===== src/rtl/frame_uart_tx.sv =====
// frame_uart_tx
// Streams DEPTH 24-bit words from a registered-output frame RAM over an 8N1 UART
// line. Each word becomes three bytes (MSB byte first, LSB bit first). Pulses done
// once after the last stop bit of the frame.
module frame_uart_tx #(
   parameter int ADDR_BITS = 10,
   parameter int DEPTH     = 1024,
   parameter int CLK_DIV   = 434
) (
   input  logic                 clk,
   input  logic                 reset,
   input  logic                 start,
   output logic [ADDR_BITS-1:0] mem_addr,
   input  logic [23:0]          mem_do,
   output logic                 tx,
   output logic                 busy,
   output logic                 done
);

   localparam int                   BAUD_W    = $clog2(CLK_DIV);
   localparam logic [BAUD_W-1:0]    BAUD_LAST = BAUD_W'(CLK_DIV - 1);
   localparam logic [ADDR_BITS-1:0] ADDR_LAST = ADDR_BITS'(DEPTH - 1);

   typedef enum logic [2:0] {
      ST_IDLE  = 3'd0,
      ST_FETCH = 3'd1,
      ST_LOAD  = 3'd2,
      ST_START = 3'd3,
      ST_DATA  = 3'd4,
      ST_STOP  = 3'd5,
      ST_DONE  = 3'd6
   } state_t;

   state_t               state_r, state_next_s;
   logic [BAUD_W-1:0]    baud_r, baud_next_s;
   logic [2:0]           bit_r, bit_next_s;
   logic [1:0]           byte_r, byte_next_s;
   logic [23:0]          word_r, word_next_s;
   logic [ADDR_BITS-1:0] addr_r, addr_next_s;
   logic                 tx_r, tx_next_s;
   logic                 busy_r, busy_next_s;
   logic                 done_r, done_next_s;
   logic                 baud_end_s;
   logic [7:0]           tx_byte_s;

   // Byte lane of a word in transmission order: index 0 is the most significant byte.
   function automatic logic [7:0] sel_byte(input logic [23:0] w, input logic [1:0] idx);
      logic [7:0] b;
      case (idx)
         2'd0:    b = w[23:16];
         2'd1:    b = w[15:8];
         2'd2:    b = w[7:0];
         default: b = 8'hFF;
      endcase
      return b;
   endfunction

   assign baud_end_s = (baud_r == BAUD_LAST);

   // State register together with the registered outputs computed from the next state.
   always_ff @(posedge clk or posedge reset) begin
      if (reset) begin
         state_r <= ST_IDLE;
         baud_r  <= '0;
         bit_r   <= 3'd0;
         byte_r  <= 2'd0;
         word_r  <= 24'd0;
         addr_r  <= '0;
         tx_r    <= 1'b1;
         busy_r  <= 1'b0;
         done_r  <= 1'b0;
      end else begin
         state_r <= state_next_s;
         baud_r  <= baud_next_s;
         bit_r   <= bit_next_s;
         byte_r  <= byte_next_s;
         word_r  <= word_next_s;
         addr_r  <= addr_next_s;
         tx_r    <= tx_next_s;
         busy_r  <= busy_next_s;
         done_r  <= done_next_s;
      end
   end

   // Next-state logic: sequencing, baud/bit/byte counters, address and word capture.
   always_comb begin
      state_next_s = state_r;
      baud_next_s  = baud_r;
      bit_next_s   = bit_r;
      byte_next_s  = byte_r;
      word_next_s  = word_r;
      addr_next_s  = addr_r;
      case (state_r)
         ST_IDLE: begin
            if (start) begin
               addr_next_s  = '0;
               baud_next_s  = '0;
               state_next_s = ST_FETCH;
            end else begin
               state_next_s = ST_IDLE;
            end
         end
         ST_FETCH: begin
            // RAM registers the address this cycle; data is ready in LOAD.
            state_next_s = ST_LOAD;
         end
         ST_LOAD: begin
            word_next_s  = mem_do;
            byte_next_s  = 2'd0;
            bit_next_s   = 3'd0;
            baud_next_s  = '0;
            state_next_s = ST_START;
         end
         ST_START: begin
            if (baud_end_s) begin
               baud_next_s  = '0;
               bit_next_s   = 3'd0;
               state_next_s = ST_DATA;
            end else begin
               baud_next_s = baud_r + BAUD_W'(1);
            end
         end
         ST_DATA: begin
            if (baud_end_s) begin
               baud_next_s = '0;
               if (bit_r == 3'd7) begin
                  state_next_s = ST_STOP;
               end else begin
                  bit_next_s = bit_r + 3'd1;
               end
            end else begin
               baud_next_s = baud_r + BAUD_W'(1);
            end
         end
         ST_STOP: begin
            if (baud_end_s) begin
               baud_next_s = '0;
               if (byte_r != 2'd2) begin
                  byte_next_s  = byte_r + 2'd1;
                  state_next_s = ST_START;
               end else if (addr_r != ADDR_LAST) begin
                  addr_next_s  = addr_r + ADDR_BITS'(1);
                  state_next_s = ST_FETCH;
               end else begin
                  state_next_s = ST_DONE;
               end
            end else begin
               baud_next_s = baud_r + BAUD_W'(1);
            end
         end
         ST_DONE: begin
            state_next_s = ST_IDLE;
         end
         default: begin
            state_next_s = ST_IDLE;
            baud_next_s  = '0;
         end
      endcase
   end

   // Output logic: line level, busy and done as they must appear once the next state is entered.
   always_comb begin
      tx_byte_s = sel_byte(word_next_s, byte_next_s);
      case (state_next_s)
         ST_START: tx_next_s = 1'b0;
         ST_DATA:  tx_next_s = tx_byte_s[bit_next_s];
         default:  tx_next_s = 1'b1;
      endcase
      busy_next_s = (state_next_s != ST_IDLE);
      done_next_s = (state_next_s == ST_DONE);
   end

   assign mem_addr = addr_r;
   assign tx       = tx_r;
   assign busy     = busy_r;
   assign done     = done_r;

endmodule


===== config.mk =====
export PLATFORM = sky130hd
export DESIGN_NAME = frame_uart_tx
export DESIGN_NICKNAME = d
export VERILOG_FILES = /design/src/rtl/frame_uart_tx.sv
export SDC_FILE = /design/constraint.sdc
export NUM_CORES = 1
export LEC_CHECK = 0
export CORE_AREA = 4 4 79 81
export CTS_BUF_LIST = sky130_fd_sc_hd__clkbuf_4 sky130_fd_sc_hd__clkbuf_8
export CTS_CLUSTER_SIZE = 30
export DETAILED_ROUTE_END_ITERATION = 8
export DIE_AREA = 0 0 83 85
export PLACE_DENSITY = 0.8
export SYNTH_ARGS = -nofsm -noshare
export SYNTH_HDL_FRONTEND = slang
export SYNTH_SLANG_ARGS = --single-unit

===== constraint.sdc =====
create_clock -name clk -period 2.76 [get_ports clk]
set_input_delay 0.828 -clock clk [delete_from_list [all_inputs] [get_ports clk]]
set_output_delay 0.828 -clock clk [all_outputs]
set_load 0.01 [all_outputs]

==> impl_metrics.ini, run 1 <==
[worst_setup_path]
required_ns = 2.99
path_max_fanout = 8
setup.worst_path.class = flip-flop to flip-flop
start_kind = flip-flop
cp-end-kind = flip-flop
arrival_ns = 2.71
regToRegSetupSlack_ns = 0.28

[cts]
cts_max_level = 2
clk_latency_ns = 0.31
cts_made_buffers = 5
cts_setup_buffers = 0
cts_tree = yes
clkSinkCount = 54
clock_path_buffers = 2
clkTransAtPathRegs_ns = 0.10
root_buffer = clkbuf_8

[global_route]
grt_overflow_total = 0
grt_max_degree = 22
grt.total_usage = 0.191
antenna_found_initial = 0
grt_pass1_wl_um = 11300
first_global_vias = 2416

[pwr]
seq_power_share = 0.562
combPwrFrac = 0.064
swShare = 0.214
intPower_mw = 1.14
switching_power_mw = 0.310
clkPwrFrac = 0.373
power.total_mw = 1.45
power.leakage_nw = 1.64
ir_drop_mv = 0.336
p_per_area_mw_per_mm2 = 407

[yosys]
synth_top_cell_area_share = 0.452
syn_nets = 356
synthCells = 323
synth_top_area_cell = dfrtp_1
ys_warn_count = 0
synth_common_cells = 77 x nand2_1, 53 x dfrtp_1, 22 x nor2_1
synth_cell_types = 51
synthArstFlopShare = 1.00
synthTopCellsByArea = dfrtp_1 45%, nand2_1 9.9%, o211ai_1 3.3%
synth-main-ff-cell = dfrtp_1
synth_area_mm2 = 0.00293
synth_most_common_cell = nand2_1
ys_ff_latch = 54
seq_area_frac_synth = 0.461
synth-edff-count = 0
synth_area_per_cell_um2 = 9.08

[sta]
finClkSkew_ns = 0.00590
hold_violations = 0
setup-tns-final_ns = 0
fmax_ghz = 0.404
setup_viol = 0
tightest_slew_ns = 0.449
maxSlewHeadroom = 0.701
fin_crit_sh = 0.897
grt_setup_unrepaired = false
maxSlewViolCount = 0
post-route-min-period_ns = 2.48

[worst_hold_path]
worst_hold_path_type = flip-flop to flip-flop

[place]
hpwl_um = 4950
port_buffers = 39
gp_congestion = 0.863
placedInstanceArea_mm2 = 0.00344

[finish]
drive_above_1_share = 0.0887
fill_cells = 479
diodes = 0
stdcell_area_mm2 = 0.00356
syn_to_final_growth_pct = 21.4
fin_nets = 404

[routing]
ant_nets = 0
routed_wl_um = 6430
drc = 0
drt_iter0_drc = 154
dr.pass1.iters = 4
viasPerCell = 5.57
via_count = 2473
drt-wirelength-per-cell_um = 14.5

[floorplan]
core_area_mm2 = 0.00547
die_w_um = 83
die_area_mm2 = 0.00706
die_height_um = 85
placementRows = 27
initial_core_util = 0.536
num_io_pins = 40

[outcome]
status = complete, no violations

[flow_run]
maxCapViolations = 0
stage by stage:
stage / setup slack (ns) / hold WS (ns) / cells / util
floorplan: 0.477 / 0.440 / 323 / -
global placement: 0.0934 / 0.457 / 436 / 0.629
detailed placement: 0.0428 / 0.461 / 436 / 0.629
CTS: 0.215 / 0.485 / 444 / 0.650
global route: 0.112 / 0.515 / 444 / 0.651
finish: 0.285 / 0.483 / 444 / 0.651
area by class of cell:
class / instances / area (µm²) / share of cell area
well taps: 72 / 90.1 / 0.0253
clock inverters: 2 / 37.5 / 0.0105
flip-flops and latches: 54 / 1350 / 0.380
repair buffers: 53 / 495 / 0.139
multi-input cells: 241 / 1450 / 0.407
clock buffers: 6 / 76.3 / 0.0214
inverters: 16 / 60.1 / 0.0169
worst max-delay path, cell delays in order (launching register included):
cell and delay, ns:
dfrtp_1 0.46, buf_4 0.20, nor3b_4 0.38, a21oi_1 0.11, or2_1 0.26, a21oi_1 0.37, inv_1 0.14, o211ai_1 0.13
a32oi_1 0.16, a22oi_1 0.18
per-layer routing:
metal	track usage	wire length, µm	share of wire	vias to the layer above
li1	-	-	-	1219
met3	0.0282	248	0.039	7
met4	0.0624	82	0.013	0
met1	0.260	3030	0.47	1189
met2	0.314	3070	0.48	58
met5	0	0	0	-
sequential cells by signal, indices dropped and copies added, names as in the netlist:
name / flops
word_r: 24
mem_addr: 10
baud_r: 9
bit_r: 3
state_r: 3
byte_r: 2
busy: 1
done: 1
tx: 1
kinds of logic (layout without fill, tap and decap cells):
| family | after synthesis | after routing | share of synthesized area |
|---|---|---|---|
| flops | 54 | 54 | 0.461 |
| simple gates | 156 | 156 | 0.261 |
| buf+inv | 28 | 77 | 0.0469 |
| xor+xnor | 12 | 12 | 0.0358 |
| mux | 7 | 7 | 0.0239 |
| compound gates | 60 | 60 | 0.146 |
| fa+ha+maj | 6 | 6 | 0.0256 |
power groups by stage:
stage | clock network [mW] | registers (mW) | logic [mW]
3_5_place_dp | 0 | 0.832 | 0.0945
5_1_grt | 0.585 | 0.819 | 0.105
4_1_cts | 0.552 | 0.817 | 0.0950
2_1_floorplan | 0 | 0.831 | 0.0389
3_3_place_gp | 0 | 0.831 | 0.0918
6_report | 0.542 | 0.816 | 0.0931
cell usage in the layout, fill, tap and decap left out, types with 3 or more instances in the layout:
| cell | instances |
|---|---|
| nand2_1 | 77 |
| dfrtp_1 | 53 |
| clkdlybuf4s50_1 | 39 |
| nor2_1 | 22 |
| inv_1 | 15 |
| nand3_1 | 15 |
| buf_4 | 14 |
| o21ai_0 | 13 |
| o211ai_1 | 13 |
| nand4_1 | 8 |
| a21oi_1 | 7 |
| and3_1 | 7 |
| mux2i_1 | 7 |
| xnor2_1 | 6 |
| xor2_1 | 6 |
| nor2b_1 | 6 |
| ha_1 | 6 |
| clkbuf_8 | 5 |
| a22oi_1 | 4 |
| a221oi_1 | 3 |
| nand2b_1 | 3 |
| o21ai_1 | 3 |
repair_timing:
action	in CTS	in global routing
hold buffers	0	0
setup endpoints to repair	0	1
resized for setup	0	1
worst paths after layout:
| path | from | to | cells after the start |
|---|---|---|---|
| min in group asynchronous | reset | byte_r[1] | 2 |
| max in group asynchronous | reset | mem_addr[1] | 3 |
| worst min register to register | word_r[11] | word_r[11] | 2 |
| worst max register to register | state_r[2] | tx | 9 |
| worst max-delay path | state_r[2] | tx | 9 |
| worst min-delay path | word_r[11] | word_r[11] | 2 |
Power figures use the tool's default switching activity.
==> run 2, diff against run 1 <==
ABC_AREA = 0   (was default)
CORE_AREA = 4 4 104 106   (was 4 4 79 81)
DIE_AREA = 0 0 108 110   (was 0 0 83 85)
PLACE_DENSITY = 0.51   (was 0.8)
SETUP_SLACK_MARGIN = 0.05   (was default)
==> run 2 against run 1 <==
Against the previous run:
- die area rose by 68%
- register-to-register slack better by 0.07 ns
- non-clock buffer count increased by 1
- critical path depth fell by 2
- first-iteration DRC count fell by 49%
- critical endpoint unchanged
- largest cell class unchanged
- largest power group unchanged
==> impl_metrics.ini, run 2 (synthesis gave the netlist of run 1 again) <==
[outcome]
status = complete, no violations

[worst_setup_path]
start_kind = flip-flop
cp_cell_sequence = or4b_1, nor2_2, nand3_1, o21a_1, or3_1, a211oi_1, a22oi_1
required_ns = 3.00
arrival_ns = 2.64
path_max_fanout = 7
setup.worst_path.class = flip-flop to flip-flop
critPathSlowestCell = or4b_1
cp-end-kind = flip-flop
max_stage_delay_ns = 0.63

[floorplan]
placementRows = 36
initial_core_util = 0.300
num_io_pins = 40
die_area_mm2 = 0.0119
core_area_mm2 = 0.00977
die_height_um = 110
die_w_um = 108

[finish]
postLayoutCoreUtil = 0.373
layout_commonest_cell = nand2_1
diodes = 0
final_cell_mix = 77 x nand2_1, 53 x dfrtp_1, 39 x clkdlybuf4s50_1, 21 x nor2_1
stdcell_area_mm2 = 0.00365
regMostFlops = word_r
fin_nets = 405
largest_reg_flops = 24
drive_above_1_share = 0.0938
layoutNonFillerInstCount = 506
fill_cells = 1027
syn_to_final_growth_pct = 24.3

[cts]
cts_max_level = 2
cts_tree = yes
cts_made_buffers = 5
root_buffer = clkbuf_8
clkTransAtPathRegs_ns = 0.10
ctsHoldBuffers = 0
clock_path_buffers = 2
clk_latency_ns = 0.31
clkSinkCount = 54

[global_route]
antenna_found_initial = 0
grt_max_degree = 23
grt_overflow_total = 0
first_global_vias = 2453
grt.total_usage = 0.127
grt_pass1_wl_um = 12200

[routing]
routed_wl_um = 6980
viasPerCell = 4.78
ant_nets = 0
dr.pass1.iters = 4
drc = 0
drt_iter0_drc = 79
drt-wirelength-per-cell_um = 13.8
via_count = 2419

[sta]
maxSlewHeadroom = 0.656
hold_violations = 0
worst_slack_ns = 0.356
finClkSkew_ns = 0.00429
tightest_slew_ns = 0.513
fin_crit_sh = 0.871
grt_setup_unrepaired = false
whs_ns = 0.482
post-route-min-period_ns = 2.40
maxSlewViolCount = 0
fmax_ghz = 0.416
setup_viol = 0
setup-tns-final_ns = 0

[pwr]
power.total_mw = 1.38
ir_drop_mv = 0.195
power.leakage_nw = 1.63
p_per_area_mw_per_mm2 = 379

[place]
hpwl_um = 5340
dp.cells = 498
gp_congestion = 0.829
placedInstanceArea_mm2 = 0.00354
port_buffers = 39
pre_cts_slack_ns = 0.122

[flow_run]
maxCapViolations = 0

[worst_hold_path]
worst_hold_path_type = flip-flop to flip-flop
[run 2: changes by cell type in the layout (fill, tap and decap cells not counted), sizes merged]
cell    change
bufinv      -1
inv         +1
clkbuf      -1
clkinv      +1
buf         +1
[run 2: power breakdown]
part | switching, mW | total [mW] | internal (mW)
registers | 0.00694 | 0.817 | 0.810
logic | 0.0422 | 0.0950 | 0.0528
clock network | 0.285 | 0.469 | 0.184
total | 0.334 | 1.38 | 1.05
[run 2: path summary, 6_finish.rpt]
check,endpoint,from,slack (ns),depth (start not counted)
max in group asynchronous,mem_addr[8],reset,1.36,3
hold reg to reg,word_r[16],word_r[16],0.48,2
setup reg to reg,tx,baud_r[3],0.36,7
setup / recovery,tx,baud_r[3],0.36,7
hold / removal,word_r[16],word_r[16],0.48,2
min in group asynchronous,word_r[7],reset,0.84,2
[run 2: timing repair]
item                       in CTS  in global routing
setup buffers                   0                  0
gates resized for setup         0                  2
setup endpoints to repair       0                  1
[run 2: final cells by class]
| class | count | area, µm² | area share |
|---|---|---|---|
| inverters | 16 | 60.1 | 0.0165 |
| flip-flops and latches | 54 | 1350 | 0.371 |
| well taps | 133 | 166 | 0.0456 |
| clock inverters | 3 | 25.0 | 0.00686 |
| multi-input cells | 241 | 1460 | 0.400 |
| repair buffers | 54 | 515 | 0.141 |
| clock buffers | 5 | 68.8 | 0.0189 |
[run 2: layer usage]
layer / share of wire / track usage
met1: 0.48 / 0.179
met2: 0.47 / 0.202
met3: 0.037 / 0.0239
met4: 0.011 / 0.0298
met5: 0 / 0
[run 2: critical path, delay by kind of cell (launching register included)]
kind | cells | cell delay [ns]
flops | 1 | 0.47
compound gates | 3 | 0.51
simple gates | 4 | 1.34
==> run 3, diff against run 2 <==
TNS_END_PERCENT = 10   (was default)
==> results of run 3 <==
Final layout, timing and power as in run 2 (identical DEF).
